File: config.mk
export PLATFORM = sky130hd
export DESIGN_NAME = sqrt_sig_square_iter
export DESIGN_NICKNAME = d
export VERILOG_FILES = /design/src/rtl/sqrt_sig_square_iter_pkg.sv /design/src/rtl/BKA.sv /design/src/rtl/sqrt_sig_square_iter.sv
export SDC_FILE = /design/constraint.sdc
export NUM_CORES = 1
export LEC_CHECK = 0
export BUFFER_PORTS_ARGS = -buffer_cell sky130_fd_sc_hd__buf_2
export CORE_MARGIN = 2
export CORE_UTILIZATION = 62
export DETAILED_ROUTE_END_ITERATION = 6
export PLACE_DENSITY = 0.87
export SLEW_MARGIN = 10
export SYNTH_ARGS = -nofsm -noshare
export SYNTH_HDL_FRONTEND = slang
export SYNTH_SLANG_ARGS = --single-unit
File: constraint.sdc
create_clock -name clk -period 6.2 [get_ports clk]
set_input_delay 0 -clock clk [delete_from_list [all_inputs] [get_ports clk]]
set_output_delay 0 -clock clk [all_outputs]
set_load 0.005 [all_outputs]
File: src/rtl/sqrt_sig_square_iter_pkg.sv
// sqrt_sig_square_iter_pkg: shared sizes, result packing and FSM states for the significand squarer.
package sqrt_sig_square_iter_pkg;
   localparam int SIG_WIDTH = 23;
   localparam int WIDTH     = SIG_WIDTH + 1;
   localparam int PWIDTH    = 2 * WIDTH;
   localparam int CNT_W     = $clog2(WIDTH);

   typedef struct packed {
      logic                 hidden;
      logic [SIG_WIDTH-1:0] frac;
      logic                 guard;
      logic                 sticky;
   } z_sig_t;

   typedef enum logic [1:0] {
      SQ_IDLE,
      SQ_BUSY,
      SQ_DONE
   } sq_state_t;
endpackage

File: src/rtl/BKA.sv
// BKA: Brent-Kung parallel-prefix adder, carry-in 0, carry-out dropped.
module BKA #(
   parameter int width = 48
) (
   input  logic [width-1:0] i_a,
   input  logic [width-1:0] i_b,
   output logic [width-1:0] o_s
);
   localparam int LV = $clog2(width);

   logic [width-1:0] w_g0, w_p0, w_c;
   logic             w_unused;

   assign w_g0 = i_a & i_b;
   assign w_p0 = i_a ^ i_b;

   // First LV levels build power-of-two spans upward, the last LV fill the gaps back down.
   for (genvar l = 0; l < 2 * LV; l++) begin : g_lvl
      localparam int S = (l < LV) ? l : 2 * LV - 1 - l;
      localparam int D = 1 << S;
      logic [width-1:0] w_gi, w_pi, w_go, w_po;
      if (l == 0) begin : g_src
         assign w_gi = w_g0;
         assign w_pi = w_p0;
      end else begin : g_src
         assign w_gi = g_lvl[l-1].w_go;
         assign w_pi = g_lvl[l-1].w_po;
      end
      for (genvar i = 0; i < width; i++) begin : g_bit
         localparam bit C = (l < LV) ? ((i + 1) % (2 * D) == 0)
                                     : (i >= 2 * D && (i + 1) % (2 * D) == D);
         if (C) begin : g_op
            assign w_go[i] = w_gi[i] | (w_pi[i] & w_gi[i-D]);
            assign w_po[i] = w_pi[i] & w_pi[i-D];
         end else begin : g_pass
            assign w_go[i] = w_gi[i];
            assign w_po[i] = w_pi[i];
         end
      end
   end

   assign w_c      = g_lvl[2*LV-1].w_go;
   assign o_s      = w_p0 ^ {w_c[width-2:0], 1'b0};
   assign w_unused = ^{g_lvl[2*LV-1].w_po, w_c[width-1]};
endmodule

File: src/rtl/sqrt_sig_square_iter.sv
// sqrt_sig_square_iter: iterative shift-add significand squarer emitting the
// unrounded {hidden, frac, guard, sticky} square plus an exponent-increment flag.
module sqrt_sig_square_iter
   import sqrt_sig_square_iter_pkg::*;
(
   input  logic                 clk,
   input  logic                 resetn,
   input  logic                 enable,
   input  logic                 in_valid,
   output logic                 in_ready,
   input  logic [SIG_WIDTH-1:0] a_sig,
   output logic                 out_valid,
   input  logic                 out_ready,
   output logic [SIG_WIDTH+2:0] z_sig_nr,
   output logic                 exp_inc
);
   sq_state_t         r_state, w_next;
   logic [WIDTH-1:0]  r_m;
   logic [PWIDTH-1:0] r_acc, w_addend, w_sum;
   logic [CNT_W-1:0]  r_cnt;
   z_sig_t            r_z, w_norm;
   logic              r_exp_inc, w_last, w_accept;

   assign w_last   = r_cnt == CNT_W'(WIDTH - 1);
   assign w_accept = enable & in_valid & (r_state == SQ_IDLE);
   assign w_addend = r_m[r_cnt] ? {{WIDTH{1'b0}}, r_m} << r_cnt : '0;

   BKA #(.width(PWIDTH)) u_bka (
      .i_a (r_acc),
      .i_b (w_addend),
      .o_s (w_sum)
   );

   // Top product bit tells whether the square landed in [2,4) or [1,2).
   assign w_norm = w_sum[PWIDTH-1] ? {w_sum[PWIDTH-1:WIDTH-1], |w_sum[WIDTH-2:0]}
                                   : {w_sum[PWIDTH-2:WIDTH-2], |w_sum[WIDTH-3:0]};

   always_ff @(posedge clk or negedge resetn)
      if (!resetn) r_state <= SQ_IDLE;
      else         r_state <= w_next;

   always_comb begin
      w_next    = r_state;
      in_ready  = r_state == SQ_IDLE;
      out_valid = r_state == SQ_DONE;
      if (enable)
         case (r_state)
            SQ_IDLE: w_next = in_valid ? SQ_BUSY : SQ_IDLE;
            SQ_BUSY: w_next = w_last ? SQ_DONE : SQ_BUSY;
            SQ_DONE: w_next = out_ready ? SQ_IDLE : SQ_DONE;
            default: w_next = SQ_IDLE;
         endcase
   end

   always_ff @(posedge clk or negedge resetn)
      if (!resetn) begin
         r_m       <= '0;
         r_acc     <= '0;
         r_cnt     <= '0;
         r_z       <= '0;
         r_exp_inc <= 1'b0;
      end else if (w_accept) begin
         r_m   <= {1'b1, a_sig};
         r_acc <= '0;
         r_cnt <= '0;
      end else if (enable && r_state == SQ_BUSY) begin
         r_acc <= w_sum;
         r_cnt <= r_cnt + 1'b1;
         if (w_last) begin
            r_z       <= w_norm;
            r_exp_inc <= w_sum[PWIDTH-1];
         end
      end

   assign z_sig_nr = r_z;
   assign exp_inc  = r_exp_inc;
endmodule

Word-level counts from Yosys, hierarchy flattened
Index checks and enable logic that the tools add are counted.
Storage, ports and cells
  register bits: 106
  latch bits: 0
  memory bits (writable): 0
  bits in read-only memories: 0
  output and inout bits: 29
  memories kept: 0
Operators by class
  add/subtract/negate cells: 1
  multipliers: 0
  div/mod/pow operators: 0
  $lt $le $gt $ge: 1
  equality and inequality tests: 3
  shifts and indexed selects: 1
  muxes and demuxes: 12
  bitwise operators: 209
  reduce and logical (&&, ||, !) cells: 6
Operators with widths (count)
  two-way mux 48 bit: 3
  bitwise AND 1 bit: 122
  XOR 48 bit: 2
  OR 1 bit: 83
  << shifter 24 x 5 -> 48 bit: 1
  bitwise AND 47 bit: 1
  two-way mux 26 bit: 1
  OR reduction 23 bit: 1
  OR reduction 22 bit: 1
  two-way mux 5 bit: 2
  less-than comparator 5 x 6 -> 1 bit (second input constant): 1
  one-hot mux 2 bit (3 select lines): 1
  adder 5 x 1 -> 5 bit (second input constant): 1
  binary-select mux 1 bit (select 5 bit): 1
  == test 5 bit (second input constant): 1
  two-way mux 2 bit: 2
  AND reduction 3 bit: 1
  == test 2 x 1 -> 1 bit (second input constant): 1
  == test 2 bit (second input constant): 1
  zero test 2 bit: 1
  two-way mux 1 bit: 2
  nonzero test 2 bit: 1
  logical AND 1 bit: 1
  inverter 1 bit: 1

Logic depth before layout (Yosys ltp)
Gate-level depths: netlist of run 1.
  depth in word-level cells: 25
  mapped depth: 27
  mapped depth without buffers: 22

Cells and area by module
From an unflattened synthesis of run 1, not the netlist that was laid out.
Second synthesis, totals
  cells, all modules: 798
  area, all modules: 8172.8 sq um
Modules (own cells, without submodules)
  sqrt_sig_square_iter: times used 1, cells an instance 561, area each 6134.6 sq um, seq. area each 2652.5 sq um
  BKA: times used 1, cells an instance 237, area each 2038.2 sq um, seq. area each 0.0 sq um

Worst setup path before layout of run 1
Ideal clock, no wire load.
  path kind: register -> register
  start: register r_cnt[0]
  end: register r_z (netlist bit z_sig_nr[16])
  library setup time: 0.133 ns
  arrival time: 5.374 ns
  slack: 0.693 ns
  stages on the path, launching flop included: 26
  path buffers: 5
  clock period less this slack: 5.507 ns
  path through: dfrtp_1 > buf_6 > mux4_2 > mux2i_4 > nor2_2 > a21oi_2 > or2_1 > buf_6 > and2_4 > buf_12 > buf_12 > nor2_4 > ha_1 > a21oi_1 > o21ai_0 > a2111oi_0 > o21ai_0 > a31oi_4 > o21ai_2 > a21boi_0 > o21ai_0 > fa_1 > xor2_1 > clkbuf_1 > mux2i_1 > o21ai_0
On the way
  longest elaborated chain between the ends: 24
  elaborated cells on any way between the ends: 145
  classes of those cells: eq/ne (1); shift (1); mux (4); bitwise (138); reduce/logical (1)
RTL lines
  start, declared: line sqrt_sig_square_iter.sv:20  | logic [CNT_W-1:0] r_cnt;
  start signal, assigned: line sqrt_sig_square_iter.sv:68  | r_cnt <= r_cnt + 1'b1;
  binary-select mux 1 bit (select 5 bit): line sqrt_sig_square_iter.sv:26  | assign w_addend = r_m[r_cnt] ? {{WIDTH{1'b0}}, r_m} << r_cnt : '0;
  two-way mux 1 bit (not written as such): line sqrt_sig_square_iter.sv:26
  two-way mux 48 bit: line sqrt_sig_square_iter.sv:26
  XOR 48 bit or bitwise AND 47 bit (tied branches): line BKA.sv:15, BKA.sv:14
  bitwise AND 1 bit: line BKA.sv:33  | assign w_go[i] = w_gi[i] | (w_pi[i] & w_gi[i-D]);
  OR 1 bit: line BKA.sv:33
  bitwise AND 1 bit: line BKA.sv:33
  OR 1 bit: line BKA.sv:33
  [... 8 more ...]
  bitwise AND 1 bit: line BKA.sv:33
  OR 1 bit: line BKA.sv:33
  bitwise AND 1 bit: line BKA.sv:33
  OR 1 bit: line BKA.sv:33
  bitwise AND 1 bit: line BKA.sv:33
  OR 1 bit: line BKA.sv:33
  XOR 48 bit: line BKA.sv:43  | assign o_s = w_p0 ^ {w_c[width-2:0], 1'b0};
  two-way mux 26 bit: line sqrt_sig_square_iter.sv:35  | assign w_norm = w_sum[PWIDTH-1] ? {w_sum[PWIDTH-1:WIDTH-1], |w_sum[WIDTH-2:0]}
  end signal, assigned: line sqrt_sig_square_iter.sv:70  | r_z <= w_norm;
  end, declared: line sqrt_sig_square_iter.sv:21  | z_sig_t r_z, w_norm;
Several ways; a longest one is shown, not always the timed one. The select of a mux whose other input is x is not followed.
A chain may end at the register's enable or synchronous reset.

Final worst setup path of run 1
  start: register r_cnt[0]
  end: register r_z (netlist bit z_sig_nr[0])
Same word-level chain as after synthesis.

==> impl_metrics.sql, run 1 <==
INSERT INTO impl_metrics (metric_group, metric, value, unit) VALUES
('clock_network', 'cts.root.buffer_cell', 'clkbuf_16', ''),
('sta', 'layout_setup_ws', '0.409', 'ns'),
('logic_synthesis', 'ys_seq_area_frac', '0.320', ''),
('worst_setup_path', 'worst_path_largest_cell_delay', '0.53', 'ns'),
('sta', 'setup_total_negative_slack', '0', 'ns'),
('global_routing', 'grt_first_pass_wirelength', '35000', 'um'),
('global_routing', 'antenna_found_initial', '0', ''),
('worst_hold_path', 'whs_endpoint', 'r_state[0]$_DFFE_PN0P_', ''),
('worst_hold_path', 'hold_path_class', 'in -> reg', ''),
('worst_setup_path', 'crit_required', '6.45', 'ns'),
('power_and_ir_drop', 'ir_worst_vdd', '0.000332', 'V'),
('clock_network', 'clock_sinks', '106', ''),
('logic_synthesis', 'synth_cells', '916', ''),
('final_layout', 'multi_input_comb_area', '0.00518', 'mm^2'),
('sta', 'clock_skew', '0.0130', 'ns'),
('die', 'die-area', '0.0143', 'mm^2'),
('worst_setup_path', 'timing.critical_path.fanout_max', '27', ''),
('final_layout', 'fill_cells', '994', ''),
('logic_synthesis', 'synth.top_cell.area_share', '0.320', ''),
('worst_hold_path', 'hold_path_startpoint', 'in_valid', ''),
('die', 'chipWidth', '120', 'um'),
('flow_run', 'maxCapViolations', '0', ''),
('logic_synthesis', 'netlist_top_cells_count', 'nand2_1, dfrtp_1, nor2_1', ''),
('logic_synthesis', 'syn-mean-instance-area', '9.04', 'um^2'),
('sta', 'final.min_clock_period', '5.79', 'ns'),
('detailed_routing', 'drt-initial-drc-count', '659', ''),
('worst_hold_path', 'worstHoldPathCells', '5', ''),
('logic_synthesis', 'synth_compound_gate_area_share', '0.164', ''),
('clock_network', 'cts_htree_levels', '3', ''),
('outcome', 'outcome', 'complete, no violations', ''),
('detailed_routing', 'routed-via-count', '7029', ''),
('worst_setup_path', 'start_kind', 'flip-flop', ''),
('clock_network', 'ctsLongestPathBuffers', '2', ''),
('final_layout', 'synthToLayoutAreaGrowth', '12.2', '%'),
('logic_synthesis', 'synth_adder_area_share', '0.128', ''),
('global_routing', 'grt_start_max_net_pins', '78', ''),
('logic_synthesis', 'yosys-top-cells-area', 'dfrtp_1, ha_1, nand2_1, fa_1, mux2_2', ''),
('clock_network', 'clk_pin_slew_worst_paths', '0.07', 'ns'),
('worst_setup_path', 'slowest_stage', 'dfrtp_4', ''),
('power_and_ir_drop', 'leakage', '4.38', 'nW'),
('clock_network', 'clk-insertion-delay-late', '0.37', 'ns'),
('worst_setup_path', 'cells_on_worst_reg2reg_path', '24', ''),
('worst_setup_path', 'cpMostUsedCell', 'o21ai_0', ''),
('logic_synthesis', 'synth_most_common_cell', 'nand2_1', ''),
('sta', 'slew_violations', '0', ''),
('global_routing', 'first_global_vias', '6858', ''),
('logic_synthesis', 'synthMuxAreaShare', '0.126', ''),
('worst_setup_path', 'timing.critical_path.to_type', 'flip-flop', ''),
('logic_synthesis', 'synthSimpleGateAreaFrac', '0.175', ''),
('die', 'die_height', '120', 'um'),
('logic_synthesis', 'synth_flop_cell', 'dfrtp_1', ''),
('power_and_ir_drop', 'power_per_cell_area', '632', 'mW/mm^2'),
('logic_synthesis', 'netlist_area', '0.00828', 'mm^2'),
('worst_setup_path', 'timing.rr.end', 'z_sig_nr[0]$_DFFE_PN0P_', ''),
('global_routing', 'gr-total-overflow', '0', ''),
('sta', 'rsz0062_at_grt', 'no', ''),
('die', 'placementRows', '42', ''),
('die', 'initial_utilization', '0.630', ''),
('global_routing', 'global_route.usage.total', '0.312', ''),
('sta', 'hold_viol', '0', ''),
('final_layout', 'antenna_fix_cells', '0', ''),
('logic_synthesis', 'mappedNetlistNets', '1014', ''),
('detailed_routing', 'drt_wl_total', '21200', 'um'),
('sta', 'slew-limit-headroom', '0.461', ''),
('sta', 'achievable-frequency', '173', 'MHz'),
('worst_setup_path', 'critical_path.reg2reg.startpoint', 'r_cnt[0]$_DFFE_PN0P_', ''),
('detailed_routing', 'iteration_count_of_the_initial_detailed_routing_pass', '5', ''),
('sta', 'max_slew.worst_pin.slew', '0.809', 'ns'),
('worst_setup_path', 'worst_ep_arrival', '6.04', 'ns'),
('power_and_ir_drop', 'total_power', '5.87', 'mW'),
('logic_synthesis', 'netlist-cell-type-count', '66', '');
metrics by stage:
| step | instances | hold WS [ns] | utilization | instance area [um^2] |
|---|---|---|---|---|
| after floorplan | 916 | -0.296 | - | 8280 |
| after global placement | 1115 | 0.0186 | 0.662 | 8690 |
| after detailed placement | 1115 | 0.0236 | 0.662 | 8690 |
| after CTS | 1157 | 0.104 | 0.703 | 9230 |
| after global routing | 1164 | 0.146 | 0.707 | 9290 |
| final | 1164 | 0.101 | 0.707 | 9290 |
critical path, delay by kind of cell (launching register included):
| family | cells | cell delay, ns |
|---|---|---|
| xor+xnor | 1 | 0.22 |
| compound gates | 14 | 2.90 |
| buf+inv | 3 | 0.55 |
| simple gates | 4 | 0.66 |
| fa+ha+maj | 2 | 0.79 |
| flops | 1 | 0.53 |
layer usage:
layer | track usage | part of all wire
met1 | 0.414 | 0.42
met2 | 0.514 | 0.48
met3 | 0.0366 | 0.059
met4 | 0.143 | 0.041
met5 | 0 | 0
worst max-delay path by stage:
stage	from	to	slack [ns]	depth (start not counted)
2_1_floorplan	r_cnt[0]$_DFFE_PN0P_	z_sig_nr[16]$_DFFE_PN0P_	0.69	25
3_3_place_gp	r_cnt[1]$_DFFE_PN0P_	z_sig_nr[0]$_DFFE_PN0P_	0.41	21
3_5_place_dp	r_cnt[1]$_DFFE_PN0P_	z_sig_nr[19]$_DFFE_PN0P_	0.24	22
4_1_cts	r_cnt[1]$_DFFE_PN0P_	z_sig_nr[19]$_DFFE_PN0P_	0.16	22
5_1_grt	r_cnt[0]$_DFFE_PN0P_	z_sig_nr[0]$_DFFE_PN0P_	0.05	24
6_report	r_cnt[0]$_DFFE_PN0P_	z_sig_nr[0]$_DFFE_PN0P_	0.41	24
power by group:
part / internal [mW] / switching [mW] / total [mW]
combinational: 1.69 / 2.32 / 4.01
clock: 0.284 / 0.272 / 0.555
sequential: 0.999 / 0.300 / 1.30
total: 2.98 / 2.89 / 5.87
what timing repair did:
action                     in CTS  in global routing
setup endpoints to repair       0                 27
setup buffers                   0                  7
hold buffers                   26                  0
resized for setup               0                  4
hold endpoints to repair       68                  0
flip-flops by register name, indices dropped and copies added, names as in the netlist:
register and count:
r_state 2, z_sig_nr 26, exp_inc 1, r_acc 48, r_m 24, r_cnt 5
kinds of logic (layout without fill, tap and decap cells):
| family | after synthesis | in the layout |
|---|---|---|
| simple gates | 316 | 316 |
| compound gates | 221 | 221 |
| flops | 106 | 106 |
| buf+inv | 95 | 167 |
| mux | 80 | 80 |
| fa+ha+maj | 70 | 70 |
| xor+xnor | 28 | 28 |
cell type report:
class	count	share of cell area
clock buffers	10	0.0257
clock inverters	6	0.00431
inverters	37	0.0149
multi-input cells	715	0.558
flip-flops and latches	106	0.286
well taps	176	0.0237
repair buffers	114	0.0870
cell usage in the layout (no fill, tap or decap), drive strengths merged, types with 26 or more instances in the layout:
master and n:
a211oi 31, xnor2 26, buf 88, inv 37
mux2 35, dfrtp 106, dlygate4sd3 26, o21ai 57
a21oi 75, ha 46, mux2i 31, nand2 137
nor2 110
Power figures use the tool's default switching activity.
==> run 2: changes to the inputs <==
--- a/config.mk
+++ b/config.mk
@@ -9,7 +9,7 @@
 export CORE_MARGIN = 2
 export CORE_UTILIZATION = 62
 export DETAILED_ROUTE_END_ITERATION = 6
-export PLACE_DENSITY = 0.87
+export PLACE_DENSITY = 0.8
 export SLEW_MARGIN = 10
 export SYNTH_ARGS = -nofsm -noshare
 export SYNTH_HDL_FRONTEND = slang
==> impl_metrics.sql, run 2 (synthesis results as in run 1) <==
INSERT INTO impl_metrics (metric_group, metric, value, unit) VALUES
('clock_network', 'cts_htree_levels', '3', ''),
('sta', 'setup_total_negative_slack', '0', 'ns'),
('detailed_routing', 'avgRoutedWirePerCell', '17.6', 'um'),
('final_layout', 'multi_input_comb_area', '0.00520', 'mm^2'),
('detailed_routing', 'routed-via-count', '6900', ''),
('die', 'placementRows', '42', ''),
('placed_design', 'placedCellCount', '1113', ''),
('die', 'die-area', '0.0143', 'mm^2'),
('global_routing', 'grt_start_max_net_pins', '78', ''),
('final_layout', 'layout.cells.most_common', 'nand2_1', ''),
('placed_design', 'place.gp.congestion', '0.983', ''),
('sta', 'hold_viol', '0', ''),
('worst_setup_path', 'cells_on_worst_reg2reg_path', '22', ''),
('final_layout', 'count_of_placed_standard_cells_in_the_final_layout_fillers_left_out', '1160', ''),
('worst_setup_path', 'crit_required', '6.45', 'ns'),
('clock_network', 'clock_buffer_count_from_cts', '9', ''),
('final_layout', 'max_flop_register', 'r_acc', ''),
('clock_network', 'clk-insertion-delay-late', '0.36', 'ns'),
('sta', 'finalSetupViolCount', '0', ''),
('final_layout', 'layout.cell_area.non_filler', '0.00927', 'mm^2'),
('clock_network', 'ctsLongestPathBuffers', '2', ''),
('clock_network', 'cts_tree', 'yes', ''),
('final_layout', 'antenna_fix_cells', '0', ''),
('placed_design', 'dpl_worst_slack', '0.0765', 'ns'),
('global_routing', 'first_global_vias', '6760', ''),
('sta', 'slew-limit-headroom', '0.472', ''),
('clock_network', 'cts.root.buffer_cell', 'clkbuf_16', ''),
('final_layout', 'mostFrequentLayoutCells', 'nand2_1, dfrtp_1, nor2_1, a21oi_1, buf_2', ''),
('final_layout', 'largest_register_ff_count', '48', ''),
('worst_hold_path', 'hold_path_class', 'in -> reg', ''),
('final_layout', 'layout.nets', '1078', ''),
('sta', 'final.min_clock_period', '5.83', 'ns'),
('sta', 'rsz0062_at_grt', 'no', ''),
('global_routing', 'gr-total-overflow', '0', ''),
('power_and_ir_drop', 'total_power', '5.81', 'mW'),
('sta', 'layout_setup_ws', '0.374', 'ns'),
('global_routing', 'antenna_found_initial', '0', ''),
('flow_run', 'maxCapViolations', '0', ''),
('sta', 'achievable-frequency', '172', 'MHz'),
('detailed_routing', 'drt_wl_total', '20400', 'um'),
('worst_setup_path', 'timing.critical_path.fanout_max', '13', ''),
('die', 'die_height', '120', 'um'),
('worst_setup_path', 'critical_path.endpoint', 'z_sig_nr[0]$_DFFE_PN0P_', ''),
('placed_design', 'placed_cell_area', '0.00865', 'mm^2'),
('outcome', 'outcome', 'complete, no violations', ''),
('sta', 'clock_skew', '0.00753', 'ns'),
('final_layout', 'final_layout_size_suffix_gt1_frac', '0.176', ''),
('power_and_ir_drop', 'ir_worst_vdd', '0.000357', 'V'),
('power_and_ir_drop', 'leakage', '4.36', 'nW'),
('worst_setup_path', 'worst_ep_arrival', '6.07', 'ns'),
('final_layout', 'sequential_cell_area', '0.00266', 'mm^2'),
('sta', 'max_slew.worst_pin.slew', '0.793', 'ns'),
('final_layout', 'synthToLayoutAreaGrowth', '11.9', '%'),
('die', 'chipWidth', '120', 'um'),
('sta', 'finalCritPeriodShare', '0.940', ''),
('sta', 'slew_violations', '0', ''),
('worst_setup_path', 'start_kind', 'flip-flop', ''),
('global_routing', 'global_route.usage.total', '0.301', ''),
('detailed_routing', 'route.antenna.remaining_nets', '0', ''),
('die', 'io_pins', '57', ''),
('placed_design', 'detailedPlacementHpwl', '14700', 'um'),
('worst_setup_path', 'timing.critical_path.to_type', 'flip-flop', ''),
('die', 'core_region_area', '0.0131', 'mm^2'),
('worst_setup_path', 'path_class', 'reg -> reg', ''),
('detailed_routing', 'drc', '0', ''),
('die', 'initial_utilization', '0.630', ''),
('worst_setup_path', 'timing.rr.end', 'z_sig_nr[0]$_DFFE_PN0P_', ''),
('final_layout', 'fill_cells', '1007', ''),
('placed_design', 'numPortBuffers', '56', ''),
('detailed_routing', 'viasPerCell', '5.95', ''),
('clock_network', 'clock_sinks', '106', ''),
('detailed_routing', 'drt-initial-drc-count', '646', ''),
('clock_network', 'clk_pin_slew_worst_paths', '0.07', 'ns'),
('global_routing', 'grt_first_pass_wirelength', '34100', 'um'),
('worst_setup_path', 'timing.reg2reg.setup_slack', '0.37', 'ns'),
('worst_setup_path', 'crit_start', 'r_cnt[0]$_DFFE_PN0P_', ''),
('worst_setup_path', 'critical_path.reg2reg.startpoint', 'r_cnt[0]$_DFFE_PN0P_', ''),
('power_and_ir_drop', 'power_per_cell_area', '627', 'mW/mm^2'),
('detailed_routing', 'iteration_count_of_the_initial_detailed_routing_pass', '6', '');
## run 2: cell types whose count changed in the layout (fill, tap and decap cells not counted), sizes merged
cell	delta
buf	-4
clkbuf	+1
xor2	+1
clkinv	-3
bufinv	+1
## run 2: metrics by stage
stage	util	hold WS [ns]
5_1_grt	0.705	0.139
4_1_cts	0.701	0.0897
3_3_place_gp	0.659	0.0241
2_1_floorplan	-	-0.296
3_5_place_dp	0.659	0.0279
6_report	0.705	0.0960
## run 2: how the worst min path moves through the flow
| stage | from | end | slack (ns) | cells past startpoint |
|---|---|---|---|---|
| finish | in_valid | r_state[0]$_DFFE_PN0P_ | 0.1 | 5 |
| global route | in_valid | r_state[0]$_DFFE_PN0P_ | 0.14 | 5 |
| CTS | in_valid | r_state[0]$_DFFE_PN0P_ | 0.09 | 5 |
| detailed placement | resetn | z_sig_nr[25]$_DFFE_PN0P_ | 0.03 | 1 |
| global placement | resetn | z_sig_nr[25]$_DFFE_PN0P_ | 0.02 | 1 |
| floorplan | resetn | exp_inc$_DFFE_PN0P_ | -0.30 | 0 |
## run 2: what timing repair did
item                                    4_1_cts  5_1_grt
endpoints found under the hold margin        70        0
endpoints found under the setup margin        0       27
buffers inserted                              0        5
hold buffers                                 26        0
resized for setup                             0        3
## run 2: worst max-delay path, cell delays in order, from the launching register on
cell,delay (ns)
dfrtp_4,0.53
buf_4,0.25
mux2_2,0.40
o21ai_0,0.38
o21ai_0,0.24
o21ai_0,0.32
o22a_1,0.24
nor2_4,0.04
ha_1,0.32
o21ai_0,0.09
nor2_1,0.08
a2111oi_1,0.40
o21ai_0,0.21
a31oi_4,0.24
o21ai_2,0.11
a21boi_0,0.25
o21ai_0,0.19
fa_2,0.49
xor2_4,0.23
buf_4,0.18
a211oi_1,0.27
nand4_1,0.12
o21a_1,0.14
## run 2: layout make-up
| class | count | area share |
|---|---|---|
| Tap cell | 176 | 0.0238 |
| Multi-Input combinational cell | 716 | 0.562 |
| Clock buffer | 11 | 0.0262 |
| Timing Repair Buffer | 110 | 0.0813 |
| Inverter | 37 | 0.0150 |
| Sequential cell | 106 | 0.287 |
| Clock inverter | 4 | 0.00554 |
## run 2: where the power goes
part | switching (mW) | total [mW] | leakage [nW] | internal (mW)
Sequential | 0.302 | 1.30 | 1.31 | 0.997
Combinational | 2.27 | 3.93 | 2.91 | 1.66
Clock | 0.258 | 0.582 | 0.142 | 0.323
## run 2: metal layers
metal,global-route usage,up-vias,part of all wire
met1,0.418,3253,0.45
met5,0,-,0
met2,0.492,264,0.47
met4,0.109,0,0.031
met3,0.0347,53,0.050
li1,-,3330,-
